File: src/rtl/online_adder_mult_if.sv
// Operand/result bundle for online_adder_mult.
// When OL_BIN_OUT_EN is defined, the binary result z_bin is added to the bundle.
interface online_adder_mult_if #(
  parameter int STAGE = 8
);
  logic               en;
  logic               op;
  logic [2*STAGE-1:0] x;
  logic [2*STAGE-1:0] y;
  logic               cin;
  logic [4*STAGE-1:0] z;
  logic               z_valid;
`ifdef OL_BIN_OUT_EN
  logic [2*STAGE:0]   z_bin;
`endif

  modport master (
    output en, op, x, y, cin,
`ifdef OL_BIN_OUT_EN
    input  z_bin,
`endif
    input  z, z_valid
  );

  modport slave (
    input  en, op, x, y, cin,
`ifdef OL_BIN_OUT_EN
    output z_bin,
`endif
    output z, z_valid
  );
endinterface

File: src/rtl/online_adder_mult.sv
// Registered radix-2 signed-digit online adder / multiplier (op selects), latency 2 edges.
// OL_BIN_OUT_EN adds a registered two's-complement copy of the result on z_bin.
module online_adder_mult #(
  parameter int STAGE = 8
) (
  input  logic               clk,
  input  logic               nrst,
  online_adder_mult_if.slave bus
);

  localparam int PW     = 2 * STAGE;
  localparam int LEVELS = $clog2(STAGE);
  // Tree vectors carry one spare digit per tree level so no transfer ever leaves the top.
  localparam int TW     = PW + LEVELS + 1;

  typedef logic signed [1:0] dval_t;
  typedef logic [2*TW-1:0]   sd_tree_t;
  typedef logic [2*PW-1:0]   sd_prod_t;

  typedef struct packed {
    logic               valid;
    logic               op;
    logic [2*STAGE-1:0] x;
    logic [2*STAGE-1:0] y;
    logic               cin;
  } opnd_t;

  // Digit {p,n} -> value p-n; 2'b11 reads as zero.
  function automatic dval_t dig_val(input logic [1:0] d);
    case (d)
      2'b10:   return 2'sb01;
      2'b01:   return 2'sb11;
      default: return 2'sb00;
    endcase
  endfunction

  function automatic logic [1:0] dig_enc(input dval_t v);
    case (v)
      2'sb01:  return 2'b10;
      2'sb11:  return 2'b01;
      default: return 2'b00;
    endcase
  endfunction

  function automatic logic [1:0] pp_digit(input logic [1:0] xd, input logic [1:0] yd);
    return dig_enc(dig_val(xd) * dig_val(yd));
  endfunction

  // Two-level carry-free SD addition. The transfer/interim split at each position looks
  // one digit down so interim+incoming transfer always stays in {-1,0,1}. cin enters as
  // the transfer into position 0, which is safe because position 0 assumes a
  // non-negative neighbour and so leaves room for a +1.
  function automatic sd_tree_t sd_add(input sd_tree_t a, input sd_tree_t b, input logic cin);
    dval_t      t [TW+1];
    dval_t      w [TW];
    dval_t      va;
    dval_t      vb;
    logic [2:0] s;
    logic       nonneg_prev;
    sd_tree_t   r;
    t[0]        = cin ? 2'sb01 : 2'sb00;
    nonneg_prev = 1'b1;
    for (int i = 0; i < TW; i++) begin
      va = dig_val(a[2*i +: 2]);
      vb = dig_val(b[2*i +: 2]);
      s  = {va[1], va} + {vb[1], vb};
      case (s)
        3'b010:  begin t[i+1] = 2'sb01; w[i] = 2'sb00; end
        3'b110:  begin t[i+1] = 2'sb11; w[i] = 2'sb00; end
        3'b001:  begin
          t[i+1] = nonneg_prev ? 2'sb01 : 2'sb00;
          w[i]   = nonneg_prev ? 2'sb11 : 2'sb01;
        end
        3'b111:  begin
          t[i+1] = nonneg_prev ? 2'sb00 : 2'sb11;
          w[i]   = nonneg_prev ? 2'sb11 : 2'sb01;
        end
        default: begin t[i+1] = 2'sb00; w[i] = 2'sb00; end
      endcase
      nonneg_prev = ~va[1] & ~vb[1];
    end
    for (int i = 0; i < TW; i++) r[2*i +: 2] = dig_enc(w[i] + t[i]);
    return r;
  endfunction

  // Partial products y_i * X << i, reduced pairwise by the SD adder.
  function automatic sd_tree_t sd_mult(input logic [2*STAGE-1:0] a, input logic [2*STAGE-1:0] b);
    sd_tree_t acc [2*STAGE];
    int       n;
    for (int i = 0; i < 2*STAGE; i++) acc[i] = '0;
    for (int i = 0; i < STAGE; i++) begin
      for (int j = 0; j < STAGE; j++) acc[i][2*(i+j) +: 2] = pp_digit(a[2*j +: 2], b[2*i +: 2]);
    end
    n = STAGE;
    for (int lvl = 0; lvl < LEVELS; lvl++) begin
      for (int k = 0; k < STAGE; k++) begin
        if (2*k + 1 < n)  acc[k] = sd_add(acc[2*k], acc[2*k+1], 1'b0);
        else if (2*k < n) acc[k] = acc[2*k];
        else              acc[k] = '0;
      end
      n = (n + 1) / 2;
    end
    return acc[0];
  endfunction

  // Fold the tree's guard digits into PW digits. The guard+MSD segment is worth at most
  // +-2 units of the MSD; a +-2 is split into an MSD of +-1 and a string of +-1 digits
  // replacing the leading (necessarily opposite-signed) part of the lower digits.
  function automatic sd_prod_t sd_fit(input sd_tree_t v);
    int       top;
    dval_t    fix;
    logic     zero_above;
    sd_prod_t r;
    top = 0;
    for (int j = TW-1; j >= PW-1; j--) top = 2*top + int'(dig_val(v[2*j +: 2]));
    fix = (top > 1) ? 2'sb01 : (top < -1) ? 2'sb11 : 2'sb00;
    r   = v[2*PW-1:0];
    r[2*(PW-1) +: 2] = (top > 0) ? 2'b10 : (top < 0) ? 2'b01 : 2'b00;
    zero_above = 1'b1;
    for (int j = PW-2; j >= 0; j--) begin
      if (fix != 2'sb00 && zero_above) r[2*j +: 2] = dig_enc(fix);
      zero_above = zero_above & (dig_val(v[2*j +: 2]) == 2'sb00);
    end
    return r;
  endfunction

  opnd_t    in_d, in_q;
  sd_prod_t z_d, z_q;
  logic     z_valid_d, z_valid_q;
  sd_tree_t tree_sel;

  always_comb begin
    // NOTE: every always_comb output gets a default first so no path can infer a latch.
    in_d      = '0;
    z_d       = '0;
    z_valid_d = 1'b0;
    if (bus.en) in_d = '{valid: 1'b1, op: bus.op, x: bus.x, y: bus.y, cin: bus.cin};
    tree_sel = in_q.op ? sd_mult(in_q.x, in_q.y)
                       : sd_add(sd_tree_t'(in_q.x), sd_tree_t'(in_q.y), in_q.cin);
    if (bus.en && in_q.valid) begin
      z_d       = sd_fit(tree_sel);
      z_valid_d = 1'b1;
    end
  end

  always_ff @(posedge clk or negedge nrst) begin
    // NOTE: state updates use <= so every flop samples pre-edge values regardless of order.
    if (!nrst) begin
      in_q      <= '0;
      z_q       <= '0;
      z_valid_q <= 1'b0;
    end else begin
      in_q      <= in_d;
      z_q       <= z_d;
      z_valid_q <= z_valid_d;
    end
  end

  assign bus.z       = z_q;
  assign bus.z_valid = z_valid_q;

`ifdef OL_BIN_OUT_EN
  logic [PW-1:0] pos_bits;
  logic [PW-1:0] neg_bits;
  logic [PW:0]   z_bin_d, z_bin_q;

  // z_d never carries 2'b11, so the p and n rails are plain binary magnitudes.
  always_comb begin
    for (int i = 0; i < PW; i++) begin
      pos_bits[i] = z_d[2*i+1];
      neg_bits[i] = z_d[2*i];
    end
    z_bin_d = {1'b0, pos_bits} - {1'b0, neg_bits};
  end

  always_ff @(posedge clk or negedge nrst) begin
    if (!nrst) z_bin_q <= '0;
    else       z_bin_q <= z_bin_d;
  end

  assign bus.z_bin = z_bin_q;
`endif

endmodule

File: src/flat_wrapper.sv
// flat-port wrapper written by rule: the top's interface ports become plain ports
module online_adder_mult_flat 
#(
  parameter int STAGE = 8
)
  (clk, nrst, bus_en, bus_op, bus_x, bus_y, bus_cin, bus_z, bus_z_valid);
  online_adder_mult_if #(.STAGE(STAGE)) bus_i ();
  input  logic clk;
  input  logic nrst;
  input wire logic [$bits(bus_i.en)-1:0] bus_en;
  input wire logic [$bits(bus_i.op)-1:0] bus_op;
  input wire logic [$bits(bus_i.x)-1:0] bus_x;
  input wire logic [$bits(bus_i.y)-1:0] bus_y;
  input wire logic [$bits(bus_i.cin)-1:0] bus_cin;
  output wire logic [$bits(bus_i.z)-1:0] bus_z;
  output wire logic [$bits(bus_i.z_valid)-1:0] bus_z_valid;
  assign bus_i.en = bus_en;
  assign bus_i.op = bus_op;
  assign bus_i.x = bus_x;
  assign bus_i.y = bus_y;
  assign bus_i.cin = bus_cin;
  assign bus_z = bus_i.z;
  assign bus_z_valid = bus_i.z_valid;
  online_adder_mult #(.STAGE(STAGE)) u_core (.clk(clk), .nrst(nrst), .bus(bus_i));
endmodule
File: config.mk
export PLATFORM = sky130hd
export DESIGN_NAME = online_adder_mult_flat
export DESIGN_NICKNAME = d
export VERILOG_FILES = /design/src/rtl/online_adder_mult_if.sv /design/src/rtl/online_adder_mult.sv /design/src/flat_wrapper.sv
export SDC_FILE = /design/constraint.sdc
export NUM_CORES = 1
export LEC_CHECK = 0
export CORE_ASPECT_RATIO = 1.25
export CORE_MARGIN = 5
export CORE_UTILIZATION = 55
export CTS_CLUSTER_DIAMETER = 150
export CTS_CLUSTER_SIZE = 24
export DETAILED_ROUTE_END_ITERATION = 6
export MAX_ROUTING_LAYER = met4
export PLACE_DENSITY = 0.74
export REMOVE_ABC_BUFFERS = 1
export SYNTH_ARGS = -nofsm -noshare
export SYNTH_HDL_FRONTEND = slang
export SYNTH_SLANG_ARGS = --single-unit
File: constraint.sdc
create_clock -name clk -period 23.4 [get_ports clk]
set_input_delay 2.34 -clock clk [delete_from_list [all_inputs] [get_ports clk]]
set_output_delay 2.34 -clock clk [all_outputs]
set_load 0.01 [all_outputs]
== After elaboration in Yosys (flattened, before gate mapping) ==
Cells that the tools add are included.

* Bits in registers: 68
* Input port bits: 37

* Add/sub/neg operators: 143
* $mul: 64
* $lt $le $gt $ge: 4
* Equality and inequality tests: 986
* Muxes and demuxes: 767
* Bitwise gates (word level): 193
* Reductions and logical operators: 123

{| class="wikitable"
|+ Operators with widths
! operator !! number
|-
| $pmux W2 S2 || 331
|-
| $eq A2 B1 Y1 const B || 321
|-
| $eq A2 B2 Y1 const B || 321
|-
| $pmux W2 S4 || 77
|-
| $mux W2 || 276
|-
| $eq A3 B3 Y1 const B || 170
|-
| $eq A3 B1 Y1 const B || 85
|-
| $eq A3 B2 Y1 const B || 85
|-
| $reduce_or A2 Y1 || 93
|-
| $add A2 B2 Y3 || 61
|-
| $add A2 B2 Y2 || 78
|-
| $mul A2 B2 Y2 || 64
|-
| $not A1 Y1 || 120
|-
| $mux W1 || 80
|-
| $and A1 B1 Y1 || 73
|-
| $lt A32 B1 Y1 const B || 2
|-
| $mux W36 || 1
|-
| $mux W35 || 1
|-
| $add A32 B2 Y32 || 1
|-
| $gt A32 B1 Y1 const B || 1
|-
| $gt A32 B2 Y1 const B || 1
|-
| $mux W32 || 1
|-
| $add A31 B2 Y31 || 1
|-
| $logic_not A2 Y1 || 14
|-
| other kinds (6) || 22
|}

== Longest topological paths before layout ==
Gate-level depths: netlist (run 1).

* Depth in word-level cells: 53
* Depth in mapped cells: 49

== Least setup slack after synthesis (run 1) ==
OpenSTA, ideal clock, no wires.

* Kind: flip-flop to flip-flop
* Start: reg u_core.in_q[14] in the netlist's numbering
* End: reg u_core.z_q[11], in the netlist u_core.bus.z[11]
* Setup time: 0.069 ns
* Arrival: 8.847 ns
* Required time: 23.331 ns
* Slack: 14.484 ns
* Cell stages (with the launch flop): 44
* Path buffers: 3
* Period minus slack after synthesis: 8.916 ns
* Cells stage by stage: dfrtp_1 inv_1 ha_1 clkbuf_1 inv_1 o211ai_1 nand2_1 nand2_1 inv_1 fa_1 o21ai_0 o21a_1 ha_1 xnor2_1 xnor2_1 nand2_1 fa_1 xor2_1 [8 not listed] nand3_1 inv_1 ha_1 clkbuf_1 clkbuf_1 and2_1 nor2_1 inv_1 fa_1 ha_1 or3_1 o22ai_1 nand3_1 o21ai_1 o21ai_0 or3_1 or3_1 nand3_1

* Longest elaborated chain between the ends: 48
* Elaborated cells between the ends (all ways): 709
* Classes of those cells: 57 x add/sub; 8 x mul; 2 x order compare; 294 x eq/ne; 252 x mux; 54 x bitwise; 42 x reduce/logical

{| class="wikitable"
|+ Ends and longest elaborated chain
! item !! line !! text
|-
| from (decl) || online_adder_mult.sv:127 || <nowiki>opnd_t in_d, in_q;</nowiki>
|-
| from (signal assigned) || online_adder_mult.sv:153 || <nowiki>in_q <= in_d;</nowiki>
|-
| $eq A2 B1 Y1 or $eq A2 B2 Y1 (tied branches) || online_adder_mult.sv:30 || <nowiki>case (d)</nowiki>
|-
| $pmux W2 S2 (*) || online_adder_mult.sv:30 ||
|-
| $mul A2 B2 Y2 || online_adder_mult.sv:46 || <nowiki>return dig_enc(dig_val(xd) * dig_val(yd));</nowiki>
|-
| $eq A2 B2 Y1 or $eq A2 B1 Y1 (tied branches) || online_adder_mult.sv:38 || <nowiki>case (v)</nowiki>
|-
| $pmux W2 S2 || online_adder_mult.sv:38 ||
|-
| $eq A2 B1 Y1 or $eq A2 B2 Y1 (tied branches) || online_adder_mult.sv:30 ||
|-
| $pmux W2 S2 || online_adder_mult.sv:30 ||
|-
| $add A2 B2 Y3 or $not A1 Y1 (tied branches) || online_adder_mult.sv:66, online_adder_mult.sv:80 ||
|-
| [21 not listed] || -- ||
|-
| $add A2 B2 Y2 || online_adder_mult.sv:82 || <nowiki>for (int i = 0; i < TW; i++) r[2*i +: 2] = dig_enc(w[i] + t[i]);</nowiki>
|-
| $eq A2 B2 Y1 or $eq A2 B1 Y1 (tied branches) || online_adder_mult.sv:38 ||
|-
| $pmux W2 S2 || online_adder_mult.sv:38 ||
|-
| $mux W36 (*) || online_adder_mult.sv:138 || <nowiki>tree_sel = in_q.op ? sd_mult(in_q.x, in_q.y)</nowiki>
|-
| parallel branches: the longest is 13 deep, another holds $add A32 B2 Y32 || -- ||
|-
| $mux W2 (*) || online_adder_mult.sv:121 || <nowiki>if (fix != 2'sb00 && zero_above) r[2*j +: 2] = dig_enc(fix);</nowiki>
|-
| $mux W32 (*) || online_adder_mult.sv:140 || <nowiki>if (bus.en && in_q.valid) begin</nowiki>
|-
| net u_core.z_d[11] || online_adder_mult.sv:128 || <nowiki>sd_prod_t z_d, z_q;</nowiki>
|-
| to (signal assigned) || online_adder_mult.sv:154 || <nowiki>z_q <= z_d;</nowiki>
|-
| to (decl) || online_adder_mult.sv:128 ||
|}

Mark *: on every way through the listed nets, which the timed path passes. The select of a mux whose other input is x is not followed.

== Final worst setup path (run 1) ==
* Start: reg u_core.in_q[30] in the netlist's numbering
* End: reg u_core.z_q[10], in the netlist u_core.bus.z[10]

Same word-level chain as after synthesis.

==> results of run 1 <==
-- per-layer routing --
metal	up-vias	GRT usage (%)
met2	274	44.4
met1	6113	26.0
met4	0	7.90
li1	6263	-
met3	70	2.23
met5	-	-
-- flip-flops by register name (all words and copies together), names as in the netlist --
signal,flops
u_core.bus.z,32
u_core.bus.z_valid,1
u_core.in_q,35
-- per-stage QoR --
stage	cells	cell area, um2	worst slack, ns
after detailed placement	2281	16200	13.51
after floorplan	1850	15000	14.29
after CTS	2297	16500	13.46
final	2297	16500	13.40
after global placement	2281	16200	13.74
after global routing	2297	16500	12.53
-- final cells by class --
type | count | area (um2) | share of cell area, %
Clock buffer | 10 | 239 | 1.45
Clock inverter | 6 | 71.3 | 0.432
Inverter | 192 | 721 | 4.37
Multi-Input combinational cell | 1590 | 12600 | 76.1
Sequential cell | 68 | 1700 | 10.3
Tap cell | 350 | 438 | 2.65
Timing Repair Buffer | 81 | 776 | 4.70
-- kinds of logic (layout without fill, tap and decap cells) --
group,after synthesis,in the layout,synth area share (%)
AOI/OAI and AO/OA,318,318,12.9
xor gates and xnor gates,240,240,14.0
adders and majority gates,335,335,32.7
buffers and inverters,250,289,6.50
DFF,68,68,11.2
muxes,7,7,0.484
other,1,1,0.0246
and+or+nand+nor,689,689,22.2
-- worst max path at each step --
stage | endpoint | slack (ns) | depth (start not counted) | start
2_1_floorplan | u_core.bus.z[11] | 14.29 | 43 | u_core.in_q[14]
3_3_place_gp | u_core.bus.z[10] | 13.74 | 46 | u_core.in_q[30]
3_5_place_dp | u_core.bus.z[10] | 13.51 | 45 | u_core.in_q[30]
4_1_cts | u_core.bus.z[10] | 13.46 | 46 | u_core.in_q[14]
5_1_grt | u_core.bus.z[10] | 12.53 | 45 | u_core.in_q[30]
6_report | u_core.bus.z[10] | 13.40 | 46 | u_core.in_q[30]
-- cells in the final DEF (no fill, tap or decap), types with 4 or more instances in the layout --
| master | count |
|---|---|
| nand2_1 | 253 |
| ha_1 | 229 |
| inv_1 | 192 |
| xnor2_1 | 130 |
| o21ai_0 | 121 |
| nor2_1 | 118 |
| xor2_1 | 107 |
| fa_1 | 106 |
| and2_1 | 84 |
| clkdlybuf4s50_1 | 68 |
| dfrtp_1 | 67 |
| a21oi_1 | 63 |
| nand3_1 | 55 |
| nand2b_1 | 45 |
| nand3b_1 | 23 |
| a211oi_1 | 22 |
| a21boi_0 | 19 |
| nor3_1 | 19 |
| nor2b_1 | 16 |
| o21a_1 | 16 |
| or2_2 | 16 |
| nand4_1 | 14 |
| buf_4 | 12 |
| o211ai_1 | 11 |
| a31oi_1 | 11 |
| and3_1 | 9 |
| clkbuf_16 | 9 |
| o22ai_1 | 8 |
| a21o_1 | 8 |
| nor3b_1 | 7 |
| or3_1 | 7 |
| mux2i_1 | 4 |
| nor4_1 | 4 |
-- worst register-to-register path: cells and delay by family, from the launching register on --
family,cells,cell delay (ns)
xor gates and xnor gates,6,0.99
DFF,1,0.36
AOI/OAI and AO/OA,11,2.13
adders and majority gates,9,2.99
buffers and inverters,7,1.17
and+or+nand+nor,13,2.31
==> flow_summary.json, run 1 <==
{
  "clk_latency_ns": 0.35,
  "synthFlopType": "dfrtp_1",
  "place_hpwl_mm": 30.2,
  "synth_area_leaders": "ha_1 (19%), fa_1 (14%), dfrtp_1 (11%)",
  "crit_type": "flip-flop to flip-flop",
  "dr_wl_met3_mm": 1.36,
  "fmax_mhz": 100,
  "grt_max_degree": 70,
  "slowest_delay_ns": 0.58,
  "min_path_cells": 2,
  "routed.top_layer": "met4",
  "cap_violations": 0,
  "drt_iter0_drc": 621,
  "hold_viol": 0,
  "vias": 12720,
  "antenna_found_initial": 0,
  "cts.repair.resized": 0,
  "synth_seq_cells": 68,
  "grt_usage_pct": 23.6,
  "ant_nets": 0,
  "area_growth_pct": 8.23,
  "wl_mm": 36.9,
  "crit_fanout": 14,
  "maxSlewViolCount": 0,
  "synth_top_area_share_pct": 18.8,
  "dieArea_um2": 31200,
  "cts.sinks": 68,
  "finalWorstPathRequiredPeriod_ns": 10.00,
  "clk_pin_slew_ns": 0.06,
  "hold_buffers": 0,
  "cts_max_path_buffers": 2,
  "syn_inst": 1908,
  "grt.overflow.total": 0,
  "r2r_slack_ns": 13.40,
  "ys_types": 79,
  "rsz0062_at_grt": "no",
  "min_path_type": "flip-flop to flip-flop",
  "holdWs_ns": 0.580,
  "reg2reg_depth": 46,
  "r2r-end": "u_core.bus.z[10]",
  "port-buffer-count": 69,
  "io_pins": 70,
  "finalClockSkew_ns": 0.0103,
  "grt_pass1_wl_mm": 59.7,
  "min_from": "u_core.in_q[0]",
  "netlist_area_um2": 15200,
  "drtPass1Iterations": 7,
  "cts_tree": "yes",
  "worst_pin_slew_ns": 1.06,
  "status": "finished clean",
  "synthTopCellsByCount": "nand2_1 (253), ha_1 (229), inv_1 (192), xnor2_1 (130), o21ai_0 (121)",
  "met2_length_mm": 19.6,
  "die_h_um": 196,
  "m1WireLength_mm": 14.5,
  "yosys_warnings": 0,
  "min_to": "u_core.bus.z[1]",
  "post-synth-top-area-cell": "ha_1",
  "synth_edf_count": 0,
  "wl_per_cell_um": 16.1,
  "path_delay_family": "adder cells",
  "core_um2": 27500,
  "row_count": 68,
  "routed_via_density": 5.54,
  "final_core_utilization_pct": 60.1,
  "critical_path_buf_inv_count": 7,
  "worst_setup_path_start_kind": "flip-flop",
  "critical_path.endpoint_type": "flip-flop",
  "numCtsBuffers": 9,
  "cts_max_level": 3,
  "fin_setup_tns_ns": 0,
  "die-width_um": 159,
  "r2r_start": "u_core.in_q[30]",
  "cp.required_ns": 23.68,
  "synth.most_common_cell": "nand2_1",
  "finalCritPeriodShare_pct": 42.7,
  "fillerInstances": 2519,
  "cts_root_buffer": "clkbuf_16",
  "start_util_pct": 55.5,
  "cp.arrival_ns": 10.28,
  "diodes": 0,
  "relSlewSlack_pct": 28.7,
  "async_flop_share_pct": 100,
  "cp_slowest_cell": "inv_1",
  "ys_seq_area_share_pct": 11.2,
  "grt_pass1_vias": 12610,
  "fin_nets": 2314,
  "cts_setup_buffers": 0,
  "postSynthAreaPerCell_um2": 7.99,
  "gp_congestion": 0.942,
  "finalSetupViolCount": 0,
  "post-route-drc-count": 0,
  "drive_gt1_share_pct": 3.54,
  "crit_top_cell": "inv_1"
}
Power of run 1 is left out: the tool's default activity adds up to more than one toggle a clock period on the data nets, which glitch-free logic cannot reach.
==> run 2, diff against run 1 <==
Settings changed: PLACE_DENSITY 0.74 to 0.76.
Clock period 23.4 ns to 9.1 ns, I/O delays scaled along.
==> run 2 against run 1 <==
Effect of this change: design area grew 1.4%; setup slack worse by 13 ns; highest routed layer unchanged; via count rose by 0.55%.
==> flow_summary.json, run 2 (synthesis gave the netlist of run 1 again) <==
{
  "routed.top_layer": "met4",
  "die_h_um": 196,
  "cap_violations": 0,
  "largest_reg_flops": 35,
  "status": "finished clean",
  "core_um2": 27500,
  "fillerInstances": 2440,
  "place_hpwl_mm": 30.7,
  "final_common_cell": "nand2_1",
  "grt_max_degree": 70,
  "ant_nets": 0,
  "vias": 12790,
  "gp_congestion": 0.878,
  "hold_buffers": 0,
  "slowest_delay_ns": 0.59,
  "post-route-drc-count": 0,
  "fmax_mhz": 116,
  "cp_slowest_cell": "fa_2",
  "top_register": "u_core.in_q",
  "grt_usage_pct": 24.1,
  "dieArea_um2": 31200,
  "r2r-end": "u_core.bus.z[11]",
  "row_count": 68,
  "grt_pass1_vias": 12761,
  "r2r_start": "u_core.in_q[30]",
  "start_util_pct": 55.5,
  "cts_tree": "yes",
  "clk_pin_slew_ns": 0.06,
  "cts_root_buffer": "clkbuf_16",
  "min_path_type": "flip-flop to flip-flop",
  "finalSetupViolCount": 0,
  "drtPass1Iterations": 5,
  "cts_max_path_buffers": 2,
  "routed_via_density": 5.52,
  "drive_gt1_share_pct": 5.69,
  "critical_path_buf_inv_count": 5,
  "worst_pin_slew_ns": 0.906,
  "relSlewSlack_pct": 39.6,
  "min_to": "u_core.bus.z[1]",
  "finalClockSkew_ns": 0.00793,
  "clk_latency_ns": 0.35,
  "met2_length_mm": 20.1,
  "diodes": 0,
  "numCtsBuffers": 9,
  "fin_nets": 2336,
  "worst_setup_path_start_kind": "flip-flop",
  "finalWorstPathRequiredPeriod_ns": 8.59,
  "io_pins": 70,
  "min_from": "u_core.in_q[0]",
  "cp.required_ns": 9.38,
  "dr_wl_met3_mm": 1.26,
  "area_growth_pct": 9.79,
  "final_cell_mix": "nand2_1 (253), ha_1 (223), inv_1 (190), xnor2_1 (129), o21ai_0 (119)",
  "die-width_um": 159,
  "m1WireLength_mm": 14.5,
  "instances_no_fill": 2319,
  "cp.arrival_ns": 8.87,
  "hold_viol": 0,
  "antenna_found_initial": 0,
  "r2r_slack_ns": 0.51,
  "port-buffer-count": 69,
  "drt_iter0_drc": 681,
  "grt_pass1_wl_mm": 60.7,
  "reg2reg_depth": 42,
  "grt.overflow.total": 0,
  "finalCritPeriodShare_pct": 94.4,
  "cts.sinks": 68,
  "critical_path.endpoint_type": "flip-flop",
  "placed_cells": 2300,
  "crit_top_cell": "ha_1",
  "startpoint": "u_core.in_q[30]",
  "maxSlewViolCount": 0,
  "path_delay_family": "adder cells",
  "cts_max_level": 3,
  "min_path_cells": 2,
  "wl_per_cell_um": 16.1,
  "crit_fanout": 9,
  "wl_mm": 37.4,
  "fin_setup_tns_ns": 0,
  "crit_type": "flip-flop to flip-flop"
}
[run 2: worst max-delay path by stage]
| stage | endpoint | slack [ns] | depth (start not counted) |
|---|---|---|---|
| floorplan | u_core.bus.z[11] | -0.007 | 43 |
| global placement | u_core.bus.z[11] | 0.39 | 43 |
| detailed placement | u_core.bus.z[10] | 0.1 | 41 |
| CTS | u_core.bus.z[10] | 0.07 | 41 |
| global route | u_core.bus.z[0] | -0.03 | 46 |
| finish | u_core.bus.z[11] | 0.51 | 42 |
[run 2: cell type report]
class	count	area, um2	area share, %
Tap cell	350	438	2.62
Inverter	192	721	4.30
Clock buffer	13	260	1.55
Clock inverter	3	21.3	0.127
Sequential cell	68	1700	10.2
Timing Repair Buffer	103	945	5.64
Multi-Input combinational cell	1590	12700	75.6
[run 2: metal layers]
| layer | vias up | GRT usage [%] |
|---|---|---|
| met1 | 6128 | 25.7 |
| met5 | - | - |
| met4 | 0 | 8.85 |
| li1 | 6307 | - |
| met3 | 75 | 2.48 |
| met2 | 280 | 45.8 |
[run 2: per-stage QoR]
stage          setup WS, ns  util (%)  area, um2  hold WS, ns
2_1_floorplan      -0.00743         -      15000        0.534
3_3_place_gp          0.388      59.4      16300        0.570
3_5_place_dp         0.0993      59.4      16300        0.602
4_1_cts              0.0652      60.5      16600        0.614
5_1_grt             -0.0269      60.9      16700        0.605
6_report              0.508      60.9      16700        0.612
[run 2: tightest hold or removal path: cells and delay by family, from the launching register on]
family / cells / cell delay [ns]
AO/OA/AOI/OAI: 2 / 0.19
flip-flops: 1 / 0.38
[run 2: timing repair]
item,4_1_cts,5_1_grt
endpoints found under the setup margin,0,31
resized for setup,0,29
buffers inserted,0,3
Power of run 2 is left out for the same reason.
